File: src/rtl/pipe_rf_pkg.sv
// Shared widths, side-write target constants and the side-write select type
// for the pipelined register file with load scoreboard.
package pipe_rf_pkg;

   localparam int DATA_W_DEF    = 32;
   localparam int ADDR_W_DEF    = 5;
   localparam int LINK_ADDR_DEF = 31;
   localparam int EPC_ADDR_DEF  = 26;
   localparam int PC_INC_DEF    = 4;

   typedef enum logic [1:0] {
      NONE = 2'd0,
      LINK = 2'd1,
      EPC  = 2'd2
   } side_sel_e;

endpackage

File: src/rtl/pipe_rf_scoreboard.sv
// Busy-bit scoreboard for outstanding loads: set on load issue, cleared by main write, set wins.
// Busy reads are combinational, pending_cnt is registered; PIPE_RF_BYPASS_EN exposes same-cycle clears.
module pipe_rf_scoreboard
   import pipe_rf_pkg::*;
#(
   parameter int ADDR_W = ADDR_W_DEF
) (
   input  logic              clk,
   input  logic              reset,
   input  logic              set,
   input  logic [ADDR_W-1:0] set_addr,
   input  logic              clr,
   input  logic [ADDR_W-1:0] clr_addr,
   input  logic [ADDR_W-1:0] rd_addr_a,
   input  logic [ADDR_W-1:0] rd_addr_b,
   output logic              busy_a,
   output logic              busy_b,
   output logic [ADDR_W:0]   pending_cnt
);

   localparam int DEPTH = 1 << ADDR_W;

   logic [DEPTH-1:0] busy;
   logic [DEPTH-1:0] busy_nxt;
   logic [ADDR_W:0]  cnt_nxt;

   always_comb begin
      busy_nxt = busy;
      if (clr && clr_addr != '0)
         busy_nxt[clr_addr] = 1'b0;
      if (set && set_addr != '0)
         busy_nxt[set_addr] = 1'b1;
      busy_nxt[0] = 1'b0;
   end

   always_comb begin
      cnt_nxt = '0;
      for (int i = 0; i < DEPTH; i++)
         cnt_nxt = cnt_nxt + (ADDR_W + 1)'(busy_nxt[i]);
   end

   always_ff @(posedge clk) begin
      if (!reset) begin
         busy        <= '0;
         pending_cnt <= '0;
      end else begin
         busy        <= busy_nxt;
         pending_cnt <= cnt_nxt;
      end
   end

   always_comb begin
      busy_a = busy[rd_addr_a];
      busy_b = busy[rd_addr_b];
`ifdef PIPE_RF_BYPASS_EN
      // A clear landing this cycle is visible early unless a new load re-marks the entry.
      if (clr && clr_addr == rd_addr_a && !(set && set_addr == rd_addr_a))
         busy_a = 1'b0;
      if (clr && clr_addr == rd_addr_b && !(set && set_addr == rd_addr_b))
         busy_b = 1'b0;
`endif
   end

endmodule

File: src/rtl/pipe_regfile_sb.sv
// Two-read register file with main write, link/EPC side write and load scoreboard; reads combinational.
// Optional macro PIPE_RF_BYPASS_EN forwards same-cycle writes to the read ports.
module pipe_regfile_sb
   import pipe_rf_pkg::*;
#(
   parameter int DATA_W    = DATA_W_DEF,
   parameter int ADDR_W    = ADDR_W_DEF,
   parameter int LINK_ADDR = LINK_ADDR_DEF,
   parameter int EPC_ADDR  = EPC_ADDR_DEF,
   parameter int PC_INC    = PC_INC_DEF
) (
   input  logic              clk,
   input  logic              reset,
   input  logic [ADDR_W-1:0] rd_addr_a,
   input  logic [ADDR_W-1:0] rd_addr_b,
   output logic [DATA_W-1:0] rd_data_a,
   output logic [DATA_W-1:0] rd_data_b,
   output logic              rd_busy_a,
   output logic              rd_busy_b,
   input  logic              wr_en,
   input  logic [ADDR_W-1:0] wr_addr,
   input  logic [DATA_W-1:0] wr_data,
   input  logic              link_en,
   input  logic              irq_en,
   input  logic [DATA_W-1:0] pc,
   input  logic              sb_set,
   input  logic [ADDR_W-1:0] sb_addr,
   output logic [ADDR_W:0]   pending_cnt
);

   localparam int                DEPTH  = 1 << ADDR_W;
   localparam logic [ADDR_W-1:0] LINK_A = ADDR_W'(LINK_ADDR);
   localparam logic [ADDR_W-1:0] EPC_A  = ADDR_W'(EPC_ADDR);
   localparam logic [DATA_W-2:0] INC    = (DATA_W - 1)'(PC_INC);

   logic [DATA_W-1:0] mem [DEPTH];
   side_sel_e         side_sel;
   logic [ADDR_W-1:0] side_addr;
   logic [DATA_W-1:0] side_val;
   logic              main_we;
   logic              side_we;
   logic [ADDR_W-1:0] ra [2];
   logic [DATA_W-1:0] rd [2];

   // Kernel-mode pc suppresses side writes; interrupt takes precedence over link.
   always_comb begin
      side_sel = NONE;
      if (!pc[DATA_W-1]) begin
         if (irq_en)
            side_sel = EPC;
         else if (link_en)
            side_sel = LINK;
      end
   end

   assign side_addr = (side_sel == EPC) ? EPC_A : LINK_A;
   // Increment only the low field so the kernel bit never absorbs a carry.
   assign side_val  = {pc[DATA_W-1], pc[DATA_W-2:0] + INC};
   assign main_we   = wr_en && (wr_addr != '0);
   assign side_we   = (side_sel != NONE) && (side_addr != '0)
                      && !(main_we && wr_addr == side_addr);

   always_ff @(posedge clk) begin
      if (!reset) begin
         for (int i = 0; i < DEPTH; i++)
            mem[i] <= '0;
      end else begin
         if (main_we)
            mem[wr_addr] <= wr_data;
         if (side_we)
            mem[side_addr] <= side_val;
      end
   end

   assign ra[0] = rd_addr_a;
   assign ra[1] = rd_addr_b;

   always_comb begin
      for (int p = 0; p < 2; p++) begin
         rd[p] = (ra[p] == '0) ? '0 : mem[ra[p]];
`ifdef PIPE_RF_BYPASS_EN
         if (ra[p] != '0) begin
            if (main_we && wr_addr == ra[p])
               rd[p] = wr_data;
            else if (side_we && side_addr == ra[p])
               rd[p] = side_val;
         end
`endif
      end
   end

   assign rd_data_a = rd[0];
   assign rd_data_b = rd[1];

   pipe_rf_scoreboard #(
      .ADDR_W (ADDR_W)
   ) u_sb (
      .clk         (clk),
      .reset       (reset),
      .set         (sb_set),
      .set_addr    (sb_addr),
      .clr         (main_we),
      .clr_addr    (wr_addr),
      .rd_addr_a   (rd_addr_a),
      .rd_addr_b   (rd_addr_b),
      .busy_a      (rd_busy_a),
      .busy_b      (rd_busy_b),
      .pending_cnt (pending_cnt)
   );

endmodule

File: config.mk
export PLATFORM = sky130hd
export DESIGN_NAME = pipe_regfile_sb
export DESIGN_NICKNAME = d
export VERILOG_FILES = /design/src/rtl/pipe_rf_pkg.sv /design/src/rtl/pipe_rf_scoreboard.sv /design/src/rtl/pipe_regfile_sb.sv
export SDC_FILE = /design/constraint.sdc
export NUM_CORES = 2
export LEC_CHECK = 0
export CORE_MARGIN = 8
export CORE_UTILIZATION = 45
export DETAILED_ROUTE_END_ITERATION = 8
export PLACE_DENSITY_LB_ADDON = 0.3
export SYNTH_ARGS = -nofsm -noshare
export SYNTH_HDL_FRONTEND = slang
export SYNTH_SLANG_ARGS = --single-unit
File: constraint.sdc
create_clock -name clk -period 14 [get_ports clk]
set_input_delay 2.8 -clock clk [delete_from_list [all_inputs] [get_ports clk]]
set_output_delay 2.8 -clock clk [all_outputs]
set_load 0.01 [all_outputs]
==> impl_metrics.py <==
metrics = {
    "synth": {
        "synth.avg_cell_area_um2": 14.66,
        "synth_top_family_by_area": "multiplexers",
        "syn_inst": 3947,
        "async_reset_ff_share_pct": 0,
        "synthFlopType": "edfxtp_1",
        "flop_and_latch_count_out_of_synthesis": 1061,
        "synth-compound-area-share_pct": 3.781,
        "synth-warning-count": 0,
        "synth_seq_area_share_pct": 54.43,
        "muxShareOfSynthArea_pct": 24.27,
        "post_synth_instance_area_um2": 57850,
        "synthAdderAreaFrac_pct": 1.012,
        "area_share_of_and_or_nand_nor_cells_after_synthesis_pct": 12.92,
        "post_synth_xor_area_fraction_pct": 0.4391,
        "synthDistinctLibCells": 48,
        "post_synth_edffs": 1024,
    },
    "pwr": {
        "p_clk_share_pct": 39.0,
        "peak_supply_drop_v": 0.00009434,
        "totalPowerFinal_w": 0.007860,
        "power.density_nw_per_um2": 121.1,
        "power.sequential.fraction_pct": 47.7,
        "cell_int_power_w": 0.005882,
        "power.combinational.fraction_pct": 13.3,
        "power_switching_w": 0.001978,
        "power.share.switching_pct": 25.16,
        "leakage_nw": 22.04,
    },
    "clock_tree": {
        "cts_inserted_buffers": 112,
        "clkSinkCount": 1061,
        "clk_pin_slew_worst_paths_ps": 60,
        "ctsHoldBuffers": 0,
        "cts_resized": 0,
        "clock_latency_ps": 730,
        "post_cts_buffers": 0,
        "tritoncts": "done",
        "cts-root-to-sink-buffers": 3,
        "clockRootBuffer": "clkbuf_16",
        "htree_num_levels": 3,
    },
    "worst_setup_path": {
        "critPathKind": "input port to output port",
        "critPathArrivalTime_ps": 6850,
        "required_ps": 11200,
        "ff2ff_path_depth": 17,
        "cp-end-kind": "output port",
        "timing.critical_path.fanout_max": 59,
        "kind_of_start_point_of_the_critical_path": "input port",
    },
    "timing": {
        "finalSetupViolations": 0,
        "slew_violations": 0,
        "min_period_ps": 9653,
        "finClkSkew_ps": 13.76,
        "rsz_0062_raised_after_global_routing": "no",
        "layout_setup_ws_ps": 4347,
        "final.setup.tns_ps": 0,
        "worst_hold_slack_ps": 578.4,
        "final_hold_viol_count": 0,
        "max_clock_freq_ghz": 0.1036,
        "tightestPinTransition_ps": 1319,
        "worst_slew_margin_rel_pct": 11.26,
        "final.period_utilization_pct": 68.95,
    },
    "placed_design": {
        "place_congestion": 0.8790,
        "place_inst": 5503,
        "pre_cts_ws_ps": 4333,
        "final_hpwl_dp_mm": 114.4,
        "portBuffers": 161,
    },
    "routing": {
        "drt_pass1_iterations": 5,
        "routed_wl_mm": 191.5,
        "drc": 0,
        "wl_per_cell_um": 33.46,
        "detail_route.vias_per_cell": 6.430,
        "vias": 36792,
        "final_antenna_net_count": 0,
        "detail_route.iter0.violations": 5363,
    },
    "cells_and_area": {
        "post_layout_nonfiller_instances": 5722,
        "drive_gt1_share_pct": 24.76,
        "area.growth.synth_to_final_pct": 12.24,
        "most_used_cells_in_the_layout_excluding_fill_and_tap_cells": "edfxtp_1 (1024), and2_1 (953), mux4_2 (530)",
        "nFillCells": 10512,
        "final_common_cell": "edfxtp_1",
        "nets": 4078,
    },
    "global_route": {
        "grt.overflow.total": 0,
        "grt_antenna_before_repair": 20,
        "grt_pass1_wl_mm": 272.5,
        "grt_start_max_net_pins": 106,
        "grt_pass1_vias": 37356,
        "grt_usage_pct": 26.78,
    },
    "floorplanning": {
        "top_level_ports": 162,
        "placementRows": 131,
        "initial_core_utilization_pct": 45.36,
        "die_y_um": 374.5,
        "design.core.area_um2": 127500,
        "floorplan.die.width_um": 374.5,
        "full_die_area_um2": 140300,
    },
    "min_path": {
        "holdPathStages": 2,
        "hp-class": "register to register",
    },
    "run": {
        "max-cap-violations": 0,
    },
    "outcome": {
        "status": "finished clean",
    },
}
-- synth_stat cells (7+ instances only) --
| cell | instances | area [µm²] |
|---|---|---|
| a22oi_1 | 60 | 450.4 |
| xnor2_1 | 11 | 96.34 |
| a21oi_1 | 84 | 420.4 |
| a31oi_1 | 47 | 294.0 |
| nand4_1 | 10 | 62.56 |
| ha_1 | 10 | 125.1 |
| xor2_1 | 18 | 157.7 |
| fa_1 | 23 | 460.4 |
| mux4_2 | 530 | 11940 |
| buf_2 | 79 | 395.4 |
| nand2_1 | 176 | 660.6 |
| nor2_1 | 84 | 315.3 |
| a22o_1 | 20 | 175.2 |
| nand3_1 | 20 | 100.1 |
| edfxtp_1 | 1024 | 30750 |
| mux2_2 | 115 | 1295 |
| nor2b_1 | 12 | 75.07 |
| o21ai_0 | 116 | 580.6 |
| a221oi_1 | 17 | 148.9 |
| o21ai_1 | 15 | 75.07 |
| and2_1 | 953 | 5962 |
| buf_4 | 17 | 127.6 |
| clkbuf_1 | 298 | 1119 |
| inv_1 | 32 | 120.1 |
| dfxtp_1 | 37 | 740.7 |
| buf_1 | 7 | 26.28 |
| mux2i_1 | 81 | 810.8 |
-- final timing paths --
path	from	end	slack [ps]
min reg2reg	u_sb.busy[21]	u_sb.busy[21]	580
max reg2reg	u_sb.busy[1]	u_sb.pending_cnt[4]	8770
max	rd_addr_b[0]	rd_data_b[24]	4350
min	u_sb.busy[21]	u_sb.busy[21]	580
-- power groups by stage --
stage,Combinational (W),Clock [W],Sequential (W)
2_1_floorplan,0.000620,0,0.00378
3_3_place_gp,0.00104,0,0.00380
3_5_place_dp,0.00104,0,0.00382
4_1_cts,0.00104,0.00310,0.00375
5_1_grt,0.00108,0.00322,0.00377
6_report,0.00104,0.00307,0.00375
-- per-layer routing --
| layer | track usage [%] | vias to the layer above | wire (µm) |
|---|---|---|---|
| met2 | 42.19 | 2356 | 89200 |
| li1 | - | 15013 | - |
| met4 | 12.44 | 0 | 10160 |
| met5 | 0 | - | 0 |
| met1 | 35.85 | 19028 | 72160 |
| met3 | 5.531 | 395 | 19950 |
-- registers in the layout (all words and copies together), names as in the netlist --
register / cells
mem: 1024
u_sb.busy: 31
u_sb.pending_cnt: 6
-- final cells by class --
| class | count | area (µm²) | share of cell area (%) |
|---|---|---|---|
| clock inverters | 72 | 764.5 | 1.177 |
| repair buffers | 266 | 2467 | 3.800 |
| well taps | 1662 | 2079 | 3.203 |
| flip-flops and latches | 1061 | 31490 | 48.50 |
| clock buffers | 138 | 2985 | 4.598 |
| diodes | 9 | 22.52 | 0.03468 |
| inverters | 32 | 120.1 | 0.1850 |
| multi-input cells | 2482 | 25000 | 38.51 |
-- logic make-up (layout without fill, tap and decap cells) --
family | after synthesis | count (layout)
buffers and inverters | 435 | 508
AOI/OAI and AO/OA | 364 | 364
muxes | 726 | 726
DFF | 1061 | 1061
other | 1 | 41
xor gates and xnor gates | 29 | 29
and+or+nand+nor | 1298 | 1298
adders and majority gates | 33 | 33
-- worst max-delay path: stages --
cell             delay (ps)
buf_8                   550
buf_4                   650
buf_4                   590
mux4_2                  580
mux2_2                  280
o21ai_0                 470
a31oi_1                 200
clkdlybuf4s50_1         570
-- stage by stage --
| step | cell area (µm²) | util, % |
|---|---|---|
| 5_1_grt | 64910 | 50.90 |
| 4_1_cts | 64910 | 50.90 |
| 3_3_place_gp | 61160 | 47.96 |
| 2_1_floorplan | 57970 | - |
| 3_5_place_dp | 61160 | 47.96 |
| 6_report | 64930 | 50.92 |
Note: power is estimated with default switching activity, not from simulation.
